--- src/rtl/fetch_pkg.sv ---
// -----------------------------------------------------------------------------
// fetch_pkg
// Shared definitions for the instruction fetch front end: FSM state encoding,
// program-counter update selector, reset/NOP constants and the opcode field
// position inside a MIPS instruction word.
// -----------------------------------------------------------------------------
package fetch_pkg;

  typedef enum logic [1:0] {
    S_IDLE  = 2'd0,
    S_REQ   = 2'd1,
    S_VALID = 2'd2,
    S_FLUSH = 2'd3
  } fetch_state_t;

  // How the program counter moves at the next clock edge.
  typedef enum logic [1:0] {
    PC_HOLD  = 2'd0,
    PC_INC   = 2'd1,
    PC_REDIR = 2'd2,
    PC_PEND  = 2'd3
  } pc_sel_t;

  localparam logic [31:0] PC_RESET_DEFAULT = 32'h0040_0000;
  localparam logic [31:0] NOP_WORD_DEFAULT = 32'h0000_0000;  // sll $0,$0,0

  localparam int OP_MSB = 31;
  localparam int OP_LSB = 26;

endpackage

--- src/rtl/fetch_pc_reg.sv ---
// -----------------------------------------------------------------------------
// fetch_pc_reg
// Program counter and pending redirect target of the fetch unit.
//
// Ports:
//   clk          core clock, rising edge
//   reset        synchronous active-low reset
//   i_pc_sel     PC update: hold / +4 / load i_target / load pending target
//   i_pend_we    capture i_target as the pending redirect target
//   i_target     word-aligned redirect target
//   o_pc         current fetch address
//   o_pc_plus4   o_pc + 4 (modulo 2^DATA_WIDTH)
// -----------------------------------------------------------------------------
module fetch_pc_reg
  import fetch_pkg::*;
#(
  parameter int                    DATA_WIDTH = 32,
  parameter logic [DATA_WIDTH-1:0] PC_RESET   = DATA_WIDTH'(PC_RESET_DEFAULT)
) (
  input  logic                  clk,
  input  logic                  reset,
  input  pc_sel_t               i_pc_sel,
  input  logic                  i_pend_we,
  input  logic [DATA_WIDTH-1:0] i_target,
  output logic [DATA_WIDTH-1:0] o_pc,
  output logic [DATA_WIDTH-1:0] o_pc_plus4
);

  logic [DATA_WIDTH-1:0] r_pc;
  logic [DATA_WIDTH-1:0] r_pending;
  logic [DATA_WIDTH-1:0] w_pc_plus4;

  // Wraps silently past the top of the address space.
  assign w_pc_plus4 = r_pc + DATA_WIDTH'(4);

  always_ff @(posedge clk) begin
    if (!reset) begin
      r_pc      <= PC_RESET;
      r_pending <= '0;
    end else begin
      case (i_pc_sel)
        PC_INC:   r_pc <= w_pc_plus4;
        PC_REDIR: r_pc <= i_target;
        PC_PEND:  r_pc <= r_pending;
        default:  r_pc <= r_pc;
      endcase
      if (i_pend_we) begin
        r_pending <= i_target;
      end
    end
  end

  assign o_pc       = r_pc;
  assign o_pc_plus4 = w_pc_plus4;

endmodule

--- src/rtl/instruction_fetch_unit.sv ---
// -----------------------------------------------------------------------------
// instruction_fetch_unit
// Front end of the single-issue MIPS core. Owns the PC, fetches words from
// instruction memory over a req/ack handshake and holds each in the
// instruction register until the consumer takes it.
//
// Ports:
//   clk            core clock, rising edge
//   reset          synchronous active-low reset
//   stall_i        consumer cannot accept the presented instruction
//   redirect_i     taken branch/jump, next fetch from redirect_pc_i
//   redirect_pc_i  redirect target (bits [1:0] ignored)
//   imem_req_o     fetch request
//   imem_addr_o    word-aligned fetch address
//   imem_ack_i     memory returns imem_rdata_i this cycle
//   imem_rdata_i   fetched instruction word
//   instr_o        instruction register
//   op_o           instr_o[31:26], to the opcode decoder
//   pc_plus4_o     fetch address of instr_o plus 4
//   instr_valid_o  instr_o holds an unconsumed instruction
// -----------------------------------------------------------------------------
module instruction_fetch_unit
  import fetch_pkg::*;
#(
  parameter int                    DATA_WIDTH = 32,
  parameter logic [DATA_WIDTH-1:0] PC_RESET   = DATA_WIDTH'(PC_RESET_DEFAULT),
  parameter logic [DATA_WIDTH-1:0] NOP_WORD   = DATA_WIDTH'(NOP_WORD_DEFAULT)
) (
  input  logic                  clk,
  input  logic                  reset,
  input  logic                  stall_i,
  input  logic                  redirect_i,
  input  logic [DATA_WIDTH-1:0] redirect_pc_i,
  output logic                  imem_req_o,
  output logic [DATA_WIDTH-1:0] imem_addr_o,
  input  logic                  imem_ack_i,
  input  logic [DATA_WIDTH-1:0] imem_rdata_i,
  output logic [DATA_WIDTH-1:0] instr_o,
  output logic [5:0]            op_o,
  output logic [DATA_WIDTH-1:0] pc_plus4_o,
  output logic                  instr_valid_o
);

  fetch_state_t          r_state;
  fetch_state_t          w_state_nxt;
  pc_sel_t               w_pc_sel;
  logic                  w_pend_we;
  logic                  w_req;
  logic                  w_ack;
  logic                  w_capture;
  logic                  w_squash;
  logic [DATA_WIDTH-1:0] w_pc;
  logic [DATA_WIDTH-1:0] w_pc_plus4;
  logic [DATA_WIDTH-1:0] w_target;
  logic [DATA_WIDTH-1:0] r_instr;
  logic [DATA_WIDTH-1:0] r_pc_plus4;

  assign w_target = redirect_pc_i & ~DATA_WIDTH'(3);

  fetch_pc_reg #(
    .DATA_WIDTH (DATA_WIDTH),
    .PC_RESET   (PC_RESET)
  ) u_pc_reg (
    .clk        (clk),
    .reset      (reset),
    .i_pc_sel   (w_pc_sel),
    .i_pend_we  (w_pend_we),
    .i_target   (w_target),
    .o_pc       (w_pc),
    .o_pc_plus4 (w_pc_plus4)
  );

  // In S_VALID a request goes out only when the current word is being
  // consumed, so a stalled instruction never has a successor in flight.
  always_comb begin
    w_req = 1'b0;
    case (r_state)
      S_REQ, S_FLUSH: w_req = 1'b1;
      S_VALID:        w_req = !stall_i;
      default:        w_req = 1'b0;
    endcase
  end

  // An ack without a request is not a handshake.
  assign w_ack = w_req & imem_ack_i;

  always_comb begin
    w_state_nxt = r_state;
    w_pc_sel    = PC_HOLD;
    w_pend_we   = 1'b0;
    w_capture   = 1'b0;
    w_squash    = 1'b0;

    case (r_state)
      S_IDLE: w_state_nxt = S_REQ;
      S_REQ: begin
        if (w_ack) begin
          w_capture   = 1'b1;
          w_pc_sel    = PC_INC;
          w_state_nxt = S_VALID;
        end
      end
      S_VALID: begin
        if (!stall_i) begin
          if (w_ack) begin
            w_capture = 1'b1;
            w_pc_sel  = PC_INC;
          end else begin
            // The request raised this cycle keeps its address in S_REQ.
            w_state_nxt = S_REQ;
          end
        end
      end
      S_FLUSH: begin
        // Data returned for the stale address is dropped.
        if (w_ack) begin
          w_pc_sel    = PC_PEND;
          w_state_nxt = S_REQ;
        end
      end
      default: w_state_nxt = S_IDLE;
    endcase

    // Redirect overrides everything above. An unacked request must finish
    // at its original address, so the target is parked until then.
    if (redirect_i) begin
      w_squash  = 1'b1;
      w_capture = 1'b0;
      if (!w_req || w_ack) begin
        w_pc_sel    = PC_REDIR;
        w_state_nxt = S_REQ;
      end else begin
        w_pc_sel    = PC_HOLD;
        w_pend_we   = 1'b1;
        w_state_nxt = S_FLUSH;
      end
    end
  end

  always_ff @(posedge clk) begin
    if (!reset) begin
      r_state <= S_IDLE;
    end else begin
      r_state <= w_state_nxt;
    end
  end

  always_ff @(posedge clk) begin
    if (!reset) begin
      r_instr    <= NOP_WORD;
      r_pc_plus4 <= '0;
    end else if (w_squash) begin
      r_instr <= NOP_WORD;
    end else if (w_capture) begin
      r_instr    <= imem_rdata_i;
      r_pc_plus4 <= w_pc_plus4;
    end
  end

  assign imem_req_o    = w_req;
  assign imem_addr_o   = w_pc;
  assign instr_o       = r_instr;
  assign op_o          = r_instr[OP_MSB:OP_LSB];
  assign pc_plus4_o    = r_pc_plus4;
  assign instr_valid_o = (r_state == S_VALID);

endmodule

--- config.mk ---
export PLATFORM = sky130hd
export DESIGN_NAME = instruction_fetch_unit
export DESIGN_NICKNAME = d
export VERILOG_FILES = /design/src/rtl/fetch_pkg.sv /design/src/rtl/fetch_pc_reg.sv /design/src/rtl/instruction_fetch_unit.sv
export SDC_FILE = /design/constraint.sdc
export NUM_CORES = 1
export LEC_CHECK = 0
export CELL_PAD_IN_SITES_DETAIL_PLACEMENT = 1
export CELL_PAD_IN_SITES_GLOBAL_PLACEMENT = 2
export CORE_MARGIN = 1.5
export CORE_UTILIZATION = 29
export CTS_BUF_LIST = sky130_fd_sc_hd__clkbuf_16
export CTS_CLUSTER_DIAMETER = 150
export DETAILED_ROUTE_END_ITERATION = 12
export PLACE_DENSITY = 0.94
export SYNTH_ARGS = -nofsm -noshare
export SYNTH_HDL_FRONTEND = slang
export SYNTH_SLANG_ARGS = --single-unit
--- constraint.sdc ---
create_clock -name clk -period 3.8 [get_ports clk]
set_clock_uncertainty 0.05 [all_clocks]
set_input_delay 0.38 -clock clk [delete_from_list [all_inputs] [get_ports clk]]
set_output_delay 0.38 -clock clk [all_outputs]
set_load 0.03 [all_outputs]
# Yosys cells after proc, flatten, opt, wreduce, memory -nomap -nowiden
# Index checks and enable logic that the tools add are counted.
# W data, S select, Z words.
[classes]
addsub = 1
mul = 0
div = 0
order_cmp = 0
eq_ne = 10
n_shift = 0
mux = 22
bitwise_logic = 3
reduce_logical = 9
[op_table]
columns = ["op", "count"]
rows = [
  ["$pmux W32 S3", 1],
  ["$add A32 B3 Y32 const B", 1],
  ["$mux W2", 10],
  ["$ne A3 B3 Y1 const B", 4],
  ["$eq A2 B2 Y1 const B", 4],
  ["$pmux W2 S4", 1],
  ["$mux W1", 7],
  ["$pmux W2 S3", 1],
  ["$eq A2 B1 Y1 const B", 2],
  ["$pmux W1 S2", 2],
  ["$reduce_and A4 Y1", 1],
  ["$reduce_or A2 Y1", 2],
  ["$reduce_bool A3 Y1", 1],
  ["$logic_not A1 Y1", 2],
  ["$logic_not A2 Y1", 1],
  ["$not A1 Y1", 2],
  ["$reduce_and A2 Y1", 1],
  ["$and A1 B1 Y1", 1],
  ["$logic_or A1 B1 Y1", 1],
]
[word_totals]
register_bits = 128
latchBits = 0
ramBits = 0
mem_bits_ro = 0
in_bits = 69
out_inout_bits = 104
wordCells = 50
n_memories = 0

# Depth between registers and ports, before layout
[depth]
word_depth = 10
ltp_mapped = 10
ltp_nobuf = 7

# By module
# Synthesis repeated with hierarchy kept, for this count alone.
[unflattened]
hier_cells = 710
hier_area_um2 = 6332.3
[modules_own_cells]
columns = ["mod", "instances", "cells_per_inst", "area_each_um2", "seq_area_each_um2"]
rows = [
  ["fetch_pc_reg", 1, 426, 3722.3, 1281.2],
  ["instruction_fetch_unit", 1, 284, 2610.0, 1321.3],
]

# Least setup slack after synthesis
# No wires, ideal clock.
[synth_path]
path_type = "reg-to-reg"
startpoint = "register r_state[0]"
endpoint = "register u_pc_reg.r_pc[4] (netlist: u_pc_reg.o_pc[4])"
setup_ns = 0.138
arrival_ns = 2.295
t_required_ns = 3.612
slack_ns = 1.316
stages_incl_launch_ff = 10
n_path_buf = 2
period_less_slack_ns = 2.484
cell_sequence = "dfxtp_1 inv_1 ha_1 nand2b_1 a21oi_1 o211ai_1 buf_2 buf_2 o221ai_1 a21oi_1"
[synth_between]
elab_cells_between_ends = 19
classes_between = "6 x eq/ne; 8 x mux; 1 x bitwise; 4 x reduce/logical"
[synth_lines]
columns = ["item", "line_no", "rtl"]
rows = [
  ["from (decl)", "instruction_fetch_unit.sv:44", "fetch_state_t r_state;"],
  ["from (signal assigned)", "instruction_fetch_unit.sv:144", "r_state <= w_state_nxt;"],
  ["$eq A2 B2 Y1 (*)", "-", ""],
  ["via instr_valid_o", "instruction_fetch_unit.sv:41", "output logic instr_valid_o"],
  ["$pmux W1 S2 (*)", "instruction_fetch_unit.sv:77", "case (r_state)"],
  ["via imem_req_o", "instruction_fetch_unit.sv:34", "output logic imem_req_o,"],
  ["$and A1 B1 Y1", "instruction_fetch_unit.sv:85", "assign w_ack = w_req & imem_ack_i;"],
  ["$mux W1", "instruction_fetch_unit.sv:97, instruction_fetch_unit.sv:105", ""],
  ["$mux W2", "instruction_fetch_unit.sv:104", "if (!stall_i) begin"],
  ["$pmux W2 S3", "instruction_fetch_unit.sv:94", "case (r_state)"],
  ["$mux W2 (*)", "instruction_fetch_unit.sv:126", "if (redirect_i) begin"],
  ["$eq A2 B2 Y1 / $eq A2 B1 Y1 (equally long branches)", "fetch_pc_reg.sv:41", "case (i_pc_sel)"],
  ["$pmux W32 S3 / $reduce_bool A3 Y1 (equally long branches)", "-", ""],
  ["to (signal assigned)", "fetch_pc_reg.sv:42", "PC_INC: r_pc <= w_pc_plus4;"],
  ["to (signal assigned)", "fetch_pc_reg.sv:43", "PC_REDIR: r_pc <= i_target;"],
  ["to (signal assigned)", "fetch_pc_reg.sv:44", "PC_PEND: r_pc <= r_pending;"],
  ["to (decl)", "fetch_pc_reg.sv:29", "logic [DATA_WIDTH-1:0] r_pc;"],
]
# The timed path passes the listed nets; every way through them passes the cells marked *.
# A chain may end at the register's enable or synchronous reset.

# Worst setup path in the final report
[layout_path]
startpoint = "register r_state[0]"
endpoint = "output imem_req_o"
[layout_between]
elab_chain_len = 3
elab_cells_between_ends = 5
classes_between = "3 x eq/ne; 1 x mux; 1 x reduce/logical"
[layout_rtl]
columns = ["item", "line_no"]
rows = [
  ["$eq A2 B2 Y1 / $eq A2 B1 Y1 (equally long branches)", "instruction_fetch_unit.sv:77"],
  ["$reduce_or A2 Y1", "instruction_fetch_unit.sv:77"],
  ["$pmux W1 S2 (*)", "instruction_fetch_unit.sv:77"],
  ["to (decl)", "instruction_fetch_unit.sv:34"],
]
# Every way passes the cells marked *; elsewhere a longest branch is shown, timed or not.

==> metrics <==
Layout area overhead 42.1%; initial core utilization 0.296; vias in the first global route 5586; post-synthesis sequential area ratio 0.429; CTS buffer count 17; Wirelength per Cell 17.4 um; vias 5634; Flop pwr share 0.391; clk root buf clkbuf_16; WS Path Type flop to output port; IO buf count 166; maximum vdd ir drop 0.363 mV; RSZ-0062 raised after global routing false; FF+latch count, synth 124; Mapped Cells 703; Fillers 2336; Slew Viols, Final 0; Remaining Overflow, GRT 0; Switching Fraction 0.289; Critical Path AT 2.44 ns; switching power 1.09 mW; layout cell share with drive strength beyond 1 0.0927; Total GRT Usage 0.190; nature of the critical path endpoint output port; initial antenna violation count 0; FFs w/ async S/R, synth 0; H-tree lvl count 4; Mean Syn Cell Area 8.22 um^2; initial drt markers 303; Final setup viols 0; chip height 144 um; clock share of power 0.431; Logic pwr share 0.178; Least-Margin Pin Slew 1.11 ns; CP Launch Type flop; Max-Cap Viols 0; Slew headroom 0.257; post-synthesis cell area 5780 um^2; largest net degree at the start of global routing 38; Max Freq 348 MHz; cell area after layout 8210 um^2; Synth cell types 55; Int Pwr 2.67 mW; most common cell in the synthesized netlist nand2_1; GPL Wtd Cong 0.796; yosys synthesis warning count 0; Die W 144 um; HP Class flop to flop; CP max FO 7; Rows 51; Slowest cell on crit path clkdlybuf4s50_1; PwrDens 458 nW/um^2; core area 19500 um^2; Post-CTS Setup Inserts 0; Clock Latency Late Sink 0.42 ns; Final Non-Filler Cells 1128; Post-CTS Hold Buffers 0; Post-layout nets 925; top_reg_cell synth dfxtp_1; Post-CTS Resized 0; worst path cell trace ha_1, nor2_4, a21oi_1, clkdlybuf4s50_1; Post-DP HPWL 13.8 mm; Placed Area 7630 um^2; Routed Antenna Nets 0; final worst path period share 0.755; synth cell count leaders nand2_1 (147), dfxtp_1 (124), a21oi_1 (97); vias per cell 4.99; Inst Count DP 1097; worst hold slack 0.400 ns; DR pass1 iterations 4; final hold vios 0; minimum clock period 2.87 ns; # DRC 0; Synth top area share 0.429; result of the run finished clean; crit-path max cell delay 0.77 ns; clk slew on worst S/H paths 0.05 ns; post-synth top area cell dfxtp_1; n_diodes 0; synth top area cells dfxtp_1 (43%), nand2_1 (9.5%), a21oi_1 (8.4%); P_leak 2.77 nW; Ports 173; first-pass GRT wire length 30.5 mm; Post-synth EDFFs 0; WP data required 3.37 ns; CTS sink cnt 124; final wirelength 19.6 mm; final setup TNS 0 ns; die area 20800 um^2; Max clock buf depth 2; CTS tree yes
-- power by group through the flow --
stage | Sequential, mW | Clock [mW] | Combinational [mW]
2_1_floorplan | 1.57 | 0 | 0.288
3_3_place_gp | 1.49 | 0 | 0.659
3_5_place_dp | 1.49 | 0 | 0.669
4_1_cts | 1.47 | 1.65 | 0.675
5_1_grt | 1.48 | 1.72 | 0.723
6_report | 1.47 | 1.62 | 0.672
-- routing by layer --
metal / vias to the layer above / part of all wire / global-route usage
met5: - / 0 / 0
met4: 0 / 0.015 / 0.0595
met3: 14 / 0.045 / 0.0434
met2: 126 / 0.48 / 0.311
met1: 2737 / 0.46 / 0.249
li1: 2757 / - / -
-- per-stage QoR --
stage          power, mW  utilization  setup slack (ns)
2_1_floorplan       1.86            -              1.32
3_3_place_gp        2.15        0.391             0.946
3_5_place_dp        2.16        0.391             0.824
4_1_cts             3.80        0.421             0.894
5_1_grt             3.92        0.421             0.803
6_report            3.76        0.421             0.930
-- logic make-up after synthesis --
logic type | after synthesis | share of synthesized area
multiplexers | 14 | 0.0268
flip-flops | 124 | 0.429
AND/OR/NAND/NOR | 244 | 0.201
AO/OA/AOI/OAI | 216 | 0.225
buffers and inverters | 71 | 0.0634
adder cells (fa/ha/maj) | 5 | 0.0108
other | 1 | 0.000649
XOR/XNOR | 28 | 0.0424
-- path summary, 6_finish.rpt --
path | cells past startpoint | to | startpoint | slack (ns)
max | 4 | imem_req_o | r_state[0]$_SDFFE_PN0P_ | 0.93
min | 2 | instr_o[13]$_SDFFE_PP0P_ | instr_o[13]$_SDFFE_PP0P_ | 0.40
max reg2reg | 8 | pc_plus4_o[7]$_SDFFE_PN0P_ | r_state[0]$_SDFFE_PN0P_ | 1.24
min reg2reg | 2 | instr_o[13]$_SDFFE_PP0P_ | instr_o[13]$_SDFFE_PP0P_ | 0.40
-- critical path: cells and delay by family (launching register included) --
family / cells / cell delay [ns]
compound gates: 1 / 0.37
simple gates: 1 / 0.11
flops: 1 / 0.40
fa+ha+maj: 1 / 0.37
buf+inv: 1 / 0.77
-- state kept, by name, summed over array words and instances, names as in the netlist --
| register | flops |
|---|---|
| u_pc_reg.r_pending | 30 |
| pc_plus4_o | 30 |
| u_pc_reg.o_pc | 30 |
| instr_o | 32 |
| r_state | 2 |
-- cell usage in the layout (no fill, tap or decap), types with 4 or more instances in the layout --
master / instances
ha_1: 5
o221ai_1: 13
o211ai_1: 4
a31oi_1: 5
nand2_1: 147
o21ai_0: 49
inv_1: 14
clkdlybuf4s50_1: 166
xor2_1: 13
xnor2_1: 15
mux2_2: 12
nand4_1: 8
clkinvlp_4: 4
nor3_1: 13
a211oi_1: 25
dfxtp_1: 124
a21oi_1: 97
and4_1: 8
a311oi_1: 5
nand3_1: 6
clkbuf_16: 17
conb_1: 4
and3_1: 12
nor2_1: 19
buf_4: 18
nand2b_1: 4
-- layout make-up --
type / instances / area [um^2] / area share
flip-flops and latches: 124 / 2480 / 0.302
well taps: 265 / 332 / 0.0404
inverters: 12 / 45.0 / 0.00548
clock buffers: 17 / 425 / 0.0518
clock inverters: 14 / 155 / 0.0189
repair buffers: 185 / 1820 / 0.221
multi-input cells: 511 / 2960 / 0.360
No activity file was read; power rests on OpenSTA's default activity.
